`src/rtl/mips16_pkg.sv`:
```
`default_nettype none
// ============================================================================
// Module      : mips16_pkg
// Description : Shared definitions for the 16-bit pipelined datapath:
//               word/PC widths, opcode constants, NOP encoding, instruction
//               field bit positions and an immediate sign-extend helper.
// Ports       : none (package)
// Revision    : 1.0 - initial release
// ============================================================================
package mips16_pkg;

  localparam int WORD_W = 16;
  localparam int PC_W   = 16;

  // Opcode encodings
  localparam logic [3:0] OP_AND = 4'b0000;
  localparam logic [3:0] OP_OR  = 4'b0001;
  localparam logic [3:0] OP_ADD = 4'b0010;
  localparam logic [3:0] OP_SUB = 4'b0110;
  localparam logic [3:0] OP_SLT = 4'b0111;
  localparam logic [3:0] OP_LW  = 4'b1000;
  localparam logic [3:0] OP_SW  = 4'b1010;
  localparam logic [3:0] OP_BNE = 4'b1110;

  localparam logic [WORD_W-1:0] NOP_INSTR = 16'h0000;

  // Instruction field bit positions: {opcode, rs, rt, imm}
  localparam int OPCODE_MSB = 15;
  localparam int OPCODE_LSB = 12;
  localparam int RS_MSB     = 11;
  localparam int RS_LSB     = 8;
  localparam int RT_MSB     = 7;
  localparam int RT_LSB     = 4;
  localparam int IMM_MSB    = 3;
  localparam int IMM_LSB    = 0;

  // Sign-extend a 4-bit two's complement field to a full word.
  function automatic logic [WORD_W-1:0] sext_imm4(input logic [3:0] v);
    return {{(WORD_W-4){v[3]}}, v};
  endfunction

endpackage
`default_nettype wire

```
`src/rtl/if_id_reg.sv`:
```
`default_nettype none
// ============================================================================
// Module      : if_id_reg
// Description : IF/ID pipeline register. Holds on stall, loads a bubble on
//               flush, otherwise captures the fetched instruction and its PC.
//               Also exposes the decoded instruction fields.
// Ports       : clk, rst        - clock, async active-high reset
//               i_stall         - hold current contents (highest priority)
//               i_flush         - load bubble (instr=0, pc=0, valid=0)
//               i_instr, i_pc   - fetched instruction and its address
//               o_instr, o_pc, o_valid - register contents
//               o_opcode, o_rs, o_rt, o_imm_sext - field slices of o_instr
// Revision    : 1.0 - initial release
// ============================================================================
module if_id_reg
  import mips16_pkg::*;
(
  input  logic              clk,
  input  logic              rst,
  input  logic              i_stall,
  input  logic              i_flush,
  input  logic [WORD_W-1:0] i_instr,
  input  logic [PC_W-1:0]   i_pc,
  output logic [WORD_W-1:0] o_instr,
  output logic [PC_W-1:0]   o_pc,
  output logic              o_valid,
  output logic [3:0]        o_opcode,
  output logic [3:0]        o_rs,
  output logic [3:0]        o_rt,
  output logic [WORD_W-1:0] o_imm_sext
);

  logic [WORD_W-1:0] r_instr;
  logic [PC_W-1:0]   r_pc;
  logic              r_valid;

  // Stall is checked before flush so a stalled cycle never squashes.
  always_ff @(posedge clk or posedge rst) begin
    if (rst) begin
      r_instr <= NOP_INSTR;
      r_pc    <= '0;
      r_valid <= 1'b0;
    end else if (!i_stall) begin
      if (i_flush) begin
        r_instr <= NOP_INSTR;
        r_pc    <= '0;
        r_valid <= 1'b0;
      end else begin
        r_instr <= i_instr;
        r_pc    <= i_pc;
        r_valid <= 1'b1;
      end
    end
  end

  assign o_instr    = r_instr;
  assign o_pc       = r_pc;
  assign o_valid    = r_valid;
  assign o_opcode   = r_instr[OPCODE_MSB:OPCODE_LSB];
  assign o_rs       = r_instr[RS_MSB:RS_LSB];
  assign o_rt       = r_instr[RT_MSB:RT_LSB];
  assign o_imm_sext = sext_imm4(r_instr[IMM_MSB:IMM_LSB]);

endmodule
`default_nettype wire

```
`src/rtl/if_fetch_stage.sv`:
```
`default_nettype none
// ============================================================================
// Module      : if_fetch_stage
// Description : Instruction-fetch stage. Owns the program counter, the
//               next-PC mux/adder (sequential or taken-branch target) and
//               the accepted-fetch counter; instantiates the IF/ID register.
// Ports       : clk, rst     - clock, async active-high reset
//               pc_out       - word address to instruction memory
//               instr_in     - instruction memory data for pc_out
//               stall        - hold PC, IF/ID and fetch_count
//               br_taken     - IF/ID holds a taken branch
//               br_off       - signed 4-bit word offset of that branch
//               id_instr, id_pc, id_valid - IF/ID contents
//               id_opcode, id_rs, id_rt, id_imm_sext - IF/ID field slices
//               fetch_count  - instructions accepted into IF/ID (wraps)
// Revision    : 1.0 - initial release
// ============================================================================
module if_fetch_stage
  import mips16_pkg::*;
#(
  parameter logic [PC_W-1:0] RESET_PC = 16'h0000
) (
  input  logic              clk,
  input  logic              rst,
  output logic [PC_W-1:0]   pc_out,
  input  logic [WORD_W-1:0] instr_in,
  input  logic              stall,
  input  logic              br_taken,
  input  logic [3:0]        br_off,
  output logic [WORD_W-1:0] id_instr,
  output logic [PC_W-1:0]   id_pc,
  output logic              id_valid,
  output logic [3:0]        id_opcode,
  output logic [3:0]        id_rs,
  output logic [3:0]        id_rt,
  output logic [WORD_W-1:0] id_imm_sext,
  output logic [15:0]       fetch_count
);

  logic [PC_W-1:0] r_pc;
  logic [15:0]     r_fetch_count;
  logic [PC_W-1:0] w_pc_next;
  logic [PC_W-1:0] w_br_target;
  logic            w_flush;
  logic            w_accept;

  // A branch only redirects when the IF/ID slot holds a real instruction.
  assign w_flush     = br_taken & id_valid;
  assign w_accept    = ~stall & ~w_flush;
  assign w_br_target = id_pc + 16'd1 + sext_imm4(br_off);

  always_comb begin
    w_pc_next = r_pc;
    if (!stall) begin
      if (w_flush) begin
        w_pc_next = w_br_target;
      end else begin
        w_pc_next = r_pc + 16'd1;
      end
    end
  end

  always_ff @(posedge clk or posedge rst) begin
    if (rst) begin
      r_pc          <= RESET_PC;
      r_fetch_count <= '0;
    end else begin
      r_pc <= w_pc_next;
      if (w_accept) begin
        r_fetch_count <= r_fetch_count + 16'd1;
      end
    end
  end

  assign pc_out      = r_pc;
  assign fetch_count = r_fetch_count;

  if_id_reg u_if_id_reg (
    .clk        (clk),
    .rst        (rst),
    .i_stall    (stall),
    .i_flush    (w_flush),
    .i_instr    (instr_in),
    .i_pc       (r_pc),
    .o_instr    (id_instr),
    .o_pc       (id_pc),
    .o_valid    (id_valid),
    .o_opcode   (id_opcode),
    .o_rs       (id_rs),
    .o_rt       (id_rt),
    .o_imm_sext (id_imm_sext)
  );

endmodule
`default_nettype wire

```
`config.mk`:
```
export PLATFORM = sky130hd
export DESIGN_NAME = if_fetch_stage
export DESIGN_NICKNAME = d
export VERILOG_FILES = /design/src/rtl/mips16_pkg.sv /design/src/rtl/if_id_reg.sv /design/src/rtl/if_fetch_stage.sv
export SDC_FILE = /design/constraint.sdc
export NUM_CORES = 1
export LEC_CHECK = 0
export CAP_MARGIN = 25
export CORE_MARGIN = 2
export CORE_UTILIZATION = 51
export DETAILED_ROUTE_END_ITERATION = 6
export PLACE_DENSITY_LB_ADDON = 0.3
export SLEW_MARGIN = 5
export SYNTH_ARGS = -nofsm -noshare
export SYNTH_HDL_FRONTEND = slang
export SYNTH_HIERARCHICAL = 1
export SYNTH_SLANG_ARGS = --single-unit
```
`constraint.sdc`:
```
create_clock -name clk -period 4.3 [get_ports clk]
set_clock_uncertainty 0.05 [all_clocks]
set_input_delay 0.86 -clock clk [delete_from_list [all_inputs] [get_ports clk]]
set_output_delay 0.86 -clock clk [all_outputs]
set_load 0.005 [all_outputs]
```
# --- Yosys cells after proc, flatten, opt, wreduce, memory -nomap -nowiden ---
# Index checks and enable logic that the tools add are counted.
op_classes:
  addsub: 4
  n_mux: 4
  n_bitwise: 4
ops:
  columns: ["op", "n"]
  rows:
  - ["adder 16 x 1 -> 16 bit (second input constant)", 3]
  - ["2-to-1 mux 16 bit", 3]
  - ["adder 16 bit", 1]
  - ["AND 1 bit", 2]
  - ["inverter 1 bit", 2]
  - ["2-to-1 mux 1 bit", 1]
totals:
  ff_bits: 65
  in_bits: 24

# --- Logic depth before layout (Yosys ltp) ---
# Gate-level depths: netlist of the first run.
logic_depth:
  word_depth: 3
  depth_mapped: 10
  mapped_depth_nobuf: 10

# --- Hierarchy ---
# Netlist of the first run, hierarchy kept.
modules_own_cells:
  columns: ["module", "instances", "cells_per_inst", "area_each_um2", "seq_area_each_um2"]
  rows:
  - ["if_fetch_stage", 1, 283, 2447.3, 800.8]
  - ["if_id_reg", 1, 105, 1413.9, 825.8]

# --- Least setup slack after synthesis of the first run ---
# Ideal clock, no wire load.
synth_path:
  path_kind: "in2reg"
  from: "input br_off[0]"
  to: "register r_pc[14], in the netlist pc_out[14]"
  t_arrival_ns: 2.660
  path_slack_ns: 1.454
  cell_stages: 10
  path_cell_list: "inv_1 ha_1 inv_1 fa_1 a211o_1 a21oi_1 o32a_2 a21oi_2 a2111oi_0 nor3_1"
synth_via:
  elab_chain_cells: 2
synth_rtl:
  columns: ["element", "line_no", "rtl"]
  rows:
  - ["start, declared", "if_fetch_stage.sv:29", "input logic [3:0] br_off,"]
  - ["adder 16 bit", "if_fetch_stage.sv:50", "assign w_br_target = id_pc + 16'd1 + sext_imm4(br_off);"]
  - ["2-to-1 mux 16 bit", "if_fetch_stage.sv:55", "if (w_flush) begin"]
  - ["end signal, assigned", "if_fetch_stage.sv:68", "r_pc <= w_pc_next;"]
  - ["end, declared", "if_fetch_stage.sv:40", "logic [PC_W-1:0] r_pc;"]
# Every way passes these cells.
# A chain may end at the register's enable or synchronous reset.

# --- Worst setup path in the final report of the first run ---
layout_path:
  from: "input br_off[3]"
  to: "register r_pc[14], in the netlist pc_out[14]"
# The elaborated chain is that of the path after synthesis.

==> implementation parameters, run 1 <==
Parameter                              Value

Drt
  DR DRC count    0
  Routed via count divided by cell count    between 5 and 6
  Iteration count of the initial detailed-routing pass    4
  Total via count after detailed routing    roughly 3400
  Initial drt markers    approximately 170
  Routed WL per cell    approximately 17 um
  Antenna violation net count after detailed routing    0
  Total wire length    a little over 10 mm

Clocking
  TritonCTS clock tree    yes
  Number of clock buffers inserted by TritonCTS    9
  Post-CTS Resized    0
  Total setup buffers inserted after CTS    0
  Htree depth    3
  Clock-pin slew on the worst setup and hold paths    approximately 0.070 ns
  Clock Tree Root    sky130_fd_sc_hd__clkbuf_8
  Clock Latency Late Sink    about 0.34 ns
  CTS Hold Buffers Added    0
  Maximum buffer depth of the clock tree    2
  Num Clock Sinks    65

Cells and area
  Multi-input combinational cell area    ~0.0019 sq mm
  Diode insertion count for antenna repair    0
  Count of nets after finishing    between 500 and 600
  Register area    about 0.0016 sq mm
  Layout Area Growth over Synthesis    33.4%
  FILL cells    560
  Fraction of layout cells with a size suffix above 1    0.0763

Synthesis
  Number of warnings issued by yosys    6
  Post-Synthesis Mean Instance Area    9.95 sq um
  Number of flops mapped to enable cells by yosys    0
  Synth top area cells    sky130_fd_sc_hd__dfrtp_1 42%, sky130_fd_sc_hd__a22o_1 7.0%, sky130_fd_sc_hd__ha_1 5.5%
  Cells after Synth    approximately 390
  Primary FF master, synth    sky130_fd_sc_hd__dfrtp_1
  Summed instance area of the synthesized netlist    approximately 0.0039 sq mm
  Share of flip-flops with an asynchronous set or reset after synthesis    1.00
  Net count after synthesis    430
  Commonest cells in the netlist    65 x sky130_fd_sc_hd__dfrtp_1, 31 x sky130_fd_sc_hd__a22o_1, 28 x sky130_fd_sc_hd__buf_4
  Fraction of the mapped netlist area in compound gates    0.214
  Register area share after synthesis    0.421
  Number of synthesized register bits    65
  Cell accounting for the most synthesized area    sky130_fd_sc_hd__dfrtp_1
  Largest family of logic cells by synthesized area    compound AO/OA/AOI/OAI gates
  Netlist cell types    just under 60
  Xor-xnor portion of the synthesized cell area    0.0499
  Most common cell in the netlist    sky130_fd_sc_hd__dfrtp_1
  Simple-gate share of the synthesized area    0.156
  Adder and majority cell fraction of the synthesized area    0.0603
  Fraction of synthesized cell area taken by the top area cell type    0.421
  Portion of netlist area occupied by mux cells    0.00843

Min path
  Type of the most critical hold path    register to register
  Hold Startpoint    fetch_count[15]
  WHS Path Cells    1

Floorplan
  CORE AREA    about 0.0073 sq mm
  Initial cell density of the core    0.530
  I/O Pins    ~120
  Num rows    31
  Die X    a little over 90 um
  Die Area    approximately 0.0083 sq mm
  Die height    ~91 um

Worst setup path
  Endpoint type of the worst setup path    register
  R2r startpoint    u_if_id_reg/o_pc[0]
  Critical path startpoint category    input pin
  Critical path data required time    ~4.5 ns
  Worst setup path start    br_off[3]
  Cell count of the worst reg-to-reg path    10
  Category of cells accounting for the largest share of critical-path delay    compound AO/OA/AOI/OAI gates
  Class of the most critical setup path    input pin to register
  Number of cells on the critical path    8
  Cells traversed along the worst timing path    clkdlybuf4s50_1 > ha_1 > o21a_1 > a21oi_1 > o32a_2 > a21oi_2 > a2111oi_0 > nor3_1
  Arrival time reported for the critical path endpoint    3.43 ns
  Largest stage delay on the critical path    ~0.86 ns
  Worst path slowest cell    sky130_fd_sc_hd__clkdlybuf4s50_1
  Total buffers and inverters traversed by the critical path    1
  Biggest fanout along the worst timing path    13

Timing
  Highest clock frequency the design can meet    about 310 MHz
  Slew @ Worst Pin    around 0.72 ns
  Setup repair after global routing missed its margin    no
  Final total negative setup slack    0 ns
  Endpoints failing setup    0
  Max Slew Vio Count    0
  Final min period    approximately 3.3 ns
  Total count of hold-check failures in the final report    0
  Period utilisation layout    0.761
  Worst-case headroom to the max-slew limit    0.522
  Worst hold margin    ~0.43 ns

Placement
  Post-DP HPWL    a little over 7 mm
  Placer's final routability congestion estimate    slightly above 0.9
  # port buffers    between 100 and 150

Status
  Result of the run    finished clean

Pwr
  Peak supply drop    0.000292 V
  Total Power Consumption    approximately 2.8 mW
  Leakage power summed over all cells    about 2.3 nW
  Power per cell area    approximately 540 mW/mm^2

Global routing
  First-pass GRT wire length    16.8 mm
  Number of antenna violations at the first check in global routing    0
  Pin count of the biggest net entering global routing    33
  Total congestion overflow    0
  GRT Total Usage    0.252
  Number of global-route vias before repair    about 3400

Flow run
  Total of max-cap violations    0
==> registers in the layout (all words and copies together), names as in the netlist <==
signal               count
u_if_id_reg/o_instr     16
fetch_count             16
u_if_id_reg/o_valid      1
u_if_id_reg/o_pc        16
pc_out                  16
==> metrics by stage <==
stage / worst slack [ns] / area, sq um / instances / utilization
after detailed placement: 0.693 / 4890 / 568 / 0.671
after CTS: 1.07 / 5150 / 584 / 0.706
after floorplan: 1.45 / 3860 / 388 / -
after global placement: 0.818 / 4890 / 568 / 0.671
final: 1.03 / 5150 / 584 / 0.706
after global routing: 0.901 / 5150 / 584 / 0.706
==> logic make-up after synthesis <==
| family | Yosys count |
|---|---|
| xor+xnor | 22 |
| simple gates | 107 |
| fa+ha+maj | 18 |
| mux | 3 |
| buf+inv | 54 |
| flops | 65 |
| compound gates | 119 |
==> metal layers <==
| metal | vias up | track usage | share of wire |
|---|---|---|---|
| li1 | 1597 | - | - |
| met1 | 1638 | 0.335 | 0.45 |
| met2 | 140 | 0.414 | 0.48 |
| met3 | 13 | 0.0490 | 0.063 |
| met4 | 0 | 0.0821 | 0.011 |
| met5 | - | 0 | 0 |
==> area by class of cell <==
class	instances	area share
tap	99	0.0241
multi-input combinational	269	0.367
timing repair buffer	123	0.235
clock inverter	6	0.0253
sequential	65	0.316
inverter	12	0.00875
clock buffer	10	0.0248
==> worst paths after layout <==
kind | end | slack (ns)
worst max-delay path | pc_out[14] | 1.03
worst min-delay path | fetch_count[15] | 0.43
worst max register to register | pc_out[14] | 1.61
worst min register to register | fetch_count[15] | 0.43
max in group asynchronous | u_if_id_reg/o_instr[6] | 2.55
min in group asynchronous | fetch_count[3] | 0.89
==> report_power, final <==
part	internal, mW	switching (mW)
clock network	0.442	0.233
registers	0.767	0.234
logic	0.628	0.474
==> placed cells by master (no fill, tap or decap), types with 4 or more instances in the layout <==
cell and n:
sky130_fd_sc_hd__a21o_1 11, sky130_fd_sc_hd__a21oi_1 27, sky130_fd_sc_hd__a22o_1 31, sky130_fd_sc_hd__a31oi_1 7, sky130_fd_sc_hd__and3_1 6, sky130_fd_sc_hd__buf_4 7, sky130_fd_sc_hd__bufinv_16 4, sky130_fd_sc_hd__clkbuf_8 9
sky130_fd_sc_hd__clkdlybuf4s50_1 115, sky130_fd_sc_hd__dfrtp_1 65, sky130_fd_sc_hd__ha_1 17, sky130_fd_sc_hd__inv_1 10, sky130_fd_sc_hd__nand2_1 22, sky130_fd_sc_hd__nand3_1 18, sky130_fd_sc_hd__nand4_1 7, sky130_fd_sc_hd__nor2_1 23
sky130_fd_sc_hd__nor3_1 4, sky130_fd_sc_hd__nor4_1 4, sky130_fd_sc_hd__o21ai_0 14, sky130_fd_sc_hd__o22ai_1 6, sky130_fd_sc_hd__xnor2_1 12, sky130_fd_sc_hd__xor2_1 10
Note: power is estimated with default switching activity, not from simulation.
==> run 2: changes to the inputs <==
Settings changed: CORE_UTILIZATION 51 to 43.
Clock period 4.3 ns to 2.6 ns, I/O delays scaled along.
==> implementation parameters, run 2 (synthesis results as in run 1) <==
Parameter                              Value

Min path
  Type of the most critical hold path    register to register

Global routing
  Number of antenna violations at the first check in global routing    0
  Met2 global-route usage    0.328
  Total congestion overflow    0
  First-pass GRT wire length    ~17 mm
  Number of global-route vias before repair    ~3400
  Busiest grt layer    met2
  GR met3 Demand/Resource    0.0440
  GRT Total Usage    0.210
  Grt met1 use    0.298
  Pin count of the biggest net entering global routing    between 50 and 60

Status
  Result of the run    finished clean

Pwr
  Clk network pwr share    0.210
  Reported net switching power    1.63 mW
  Internal power    about 3.0 mW
  Reg power frac    0.358
  Switching fraction of total power    0.351
  Peak supply drop    roughly 0.00053 V
  Power per cell area    roughly 860 mW/mm^2
  Power share of the combinational group    0.431
  Leakage power summed over all cells    ~2.4 nW

Cells and area
  Layout Area Growth over Synthesis    40.4%
  Count of nets after finishing    between 500 and 600
  Most common cell after layout, fill and taps aside    sky130_fd_sc_hd__clkdlybuf4s50_1
  Diode insertion count for antenna repair    0
  Count of non-filler cells in the finished layout    approximately 630
  Multi-input combinational cell area    approximately 0.0019 sq mm
  Fraction of layout cells with a size suffix above 1    0.147
  Most frequent cells in the layout    113 x sky130_fd_sc_hd__clkdlybuf4s50_1, 65 x sky130_fd_sc_hd__dfrtp_1, 38 x sky130_fd_sc_hd__buf_4
  FILL cells    approximately 770
  Register area    ~0.0016 sq mm

Floorplan
  Die Area    between 0.009 and 0.01 sq mm
  CORE AREA    0.00872 sq mm
  Die height    between 90 and 100 um
  Num rows    34
  Die X    about 100 um
  Initial cell density of the core    0.443
  I/O Pins    approximately 120

Worst setup path
  Endpoint type of the worst setup path    register
  Critical R2R Capture    pc_out[14]
  R2r startpoint    u_if_id_reg/o_pc[0]
  Arrival time reported for the critical path endpoint    about 2.7 ns
  Worst path slowest cell    sky130_fd_sc_hd__clkdlybuf4s50_1
  Critical path data required time    roughly 2.8 ns
  Critical path startpoint category    input pin
  Last element of the critical path    pc_out[15]
  Internal reg-to-reg setup slack    around 0.18 ns
  Class of the most critical setup path    input pin to register
  Largest stage delay on the critical path    between 0.4 and 0.5 ns
  Biggest fanout along the worst timing path    3
  Worst setup path start    br_off[1]
  Cells traversed along the worst timing path    clkdlybuf4s50_1 > ha_1 > nor2b_1 > o2111ai_1 > a21o_1 > a31o_2 > and4_1 > or3_1
  Cell count of the worst reg-to-reg path    10

Drt
  Routed WL per cell    16.3 um
  Antenna violation net count after detailed routing    0
  Routed via count divided by cell count    between 5 and 6
  Total via count after detailed routing    ~3500
  Iteration count of the initial detailed-routing pass    4
  DR DRC count    0
  Total wire length    10.2 mm
  Initial drt markers    139

Clocking
  Total setup buffers inserted after CTS    0
  CTS Hold Buffers Added    0
  Clock Tree Root    sky130_fd_sc_hd__clkbuf_8
  Clock-pin slew on the worst setup and hold paths    around 0.08 ns
  Htree depth    3
  Clock Latency Late Sink    0.35 ns
  Number of clock buffers inserted by TritonCTS    9
  TritonCTS clock tree    yes
  Maximum buffer depth of the clock tree    2
  Num Clock Sinks    65

Timing
  Slew @ Worst Pin    roughly 0.55 ns
  Setup repair after global routing missed its margin    no
  Worst-case headroom to the max-slew limit    0.634
  Worst hold margin    roughly 0.43 ns
  Endpoints failing setup    0
  Final min period    2.49 ns
  Period utilisation layout    0.956
  Highest clock frequency the design can meet    slightly above 400 MHz
  Max Slew Vio Count    0
  Final total negative setup slack    0 ns
  Total count of hold-check failures in the final report    0

Placement
  # port buffers    116
  Placer's final routability congestion estimate    0.859
  Post-DP HPWL    7.32 mm
  Placed Cells    609

Flow run
  Total of max-cap violations    0
[run 2: cell count changes in the layout (fill, tap and decap cells not counted), sizes merged]
| cell | change |
|---|---|
| bufinv | -2 |
| dlymetal6s2s | +1 |
| clkdlybuf4s50 | -2 |
| clkinv | -1 |
| clkinvlp | +3 |
| buf | +32 |
| dlygate4sd2 | +1 |
[run 2: power by group through the flow]
stage	Combinational [mW]	Clock (mW)	Sequential, mW
2_1_floorplan	0.997	0	1.61
3_3_place_gp	1.93	0	1.66
3_5_place_dp	1.96	0	1.68
4_1_cts	1.98	0.992	1.66
5_1_grt	2.20	1.05	1.72
6_report	2.01	0.978	1.67
[run 2: worst max-delay path: cells and delay by family]
| kind | cells | cell delay, ns |
|---|---|---|
| adders and majority gates | 1 | 0.29 |
| AOI/OAI and AO/OA | 3 | 0.72 |
| and+or+nand+nor | 3 | 0.68 |
| buffers and inverters | 1 | 0.45 |
[run 2: routing by layer]
layer  up-vias  part of all wire
li1       1660                 -
met1      1703              0.47
met2       142              0.45
met3         7             0.080
met4         0            0.0067
met5         -                 0
[run 2: cell type report]
type                            instances  area share
Inverter                               12     0.00831
Timing Repair Buffer                  155       0.268
Sequential cell                        65       0.300
Multi-Input combinational cell        269       0.356
Tap cell                              108      0.0249
Clock inverter                          6      0.0169
Clock buffer                           10      0.0254
[run 2: through the flow]
stage / util / total power, mW / worst slack [ns] / instance area, sq um
after floorplan: - / 2.61 / 0.0939 / 3860
after global placement: 0.590 / 3.59 / -0.408 / 5140
after detailed placement: 0.590 / 3.64 / -0.432 / 5140
after CTS: 0.616 / 4.64 / 0.00779 / 5380
after global routing: 0.622 / 4.96 / 0.0265 / 5420
final: 0.622 / 4.65 / 0.114 / 5420
[run 2: worst min-delay path by stage]
| stage | start | end | slack [ns] | cells after the start |
|---|---|---|---|---|
| after floorplan | fetch_count[15] | fetch_count[15] | 0.42 | 1 |
| after detailed placement | fetch_count[15] | fetch_count[15] | 0.42 | 1 |
| after global routing | fetch_count[15] | fetch_count[15] | 0.45 | 1 |
| after global placement | fetch_count[15] | fetch_count[15] | 0.42 | 1 |
| after CTS | fetch_count[15] | fetch_count[15] | 0.44 | 1 |
| final | fetch_count[15] | fetch_count[15] | 0.43 | 1 |
[run 2: what timing repair did]
action | in CTS | in global routing
cloned | 0 | 0
pin swaps | 2 | 11
endpoints found under the setup margin | 4 | 4
gates resized for setup | 3 | 11
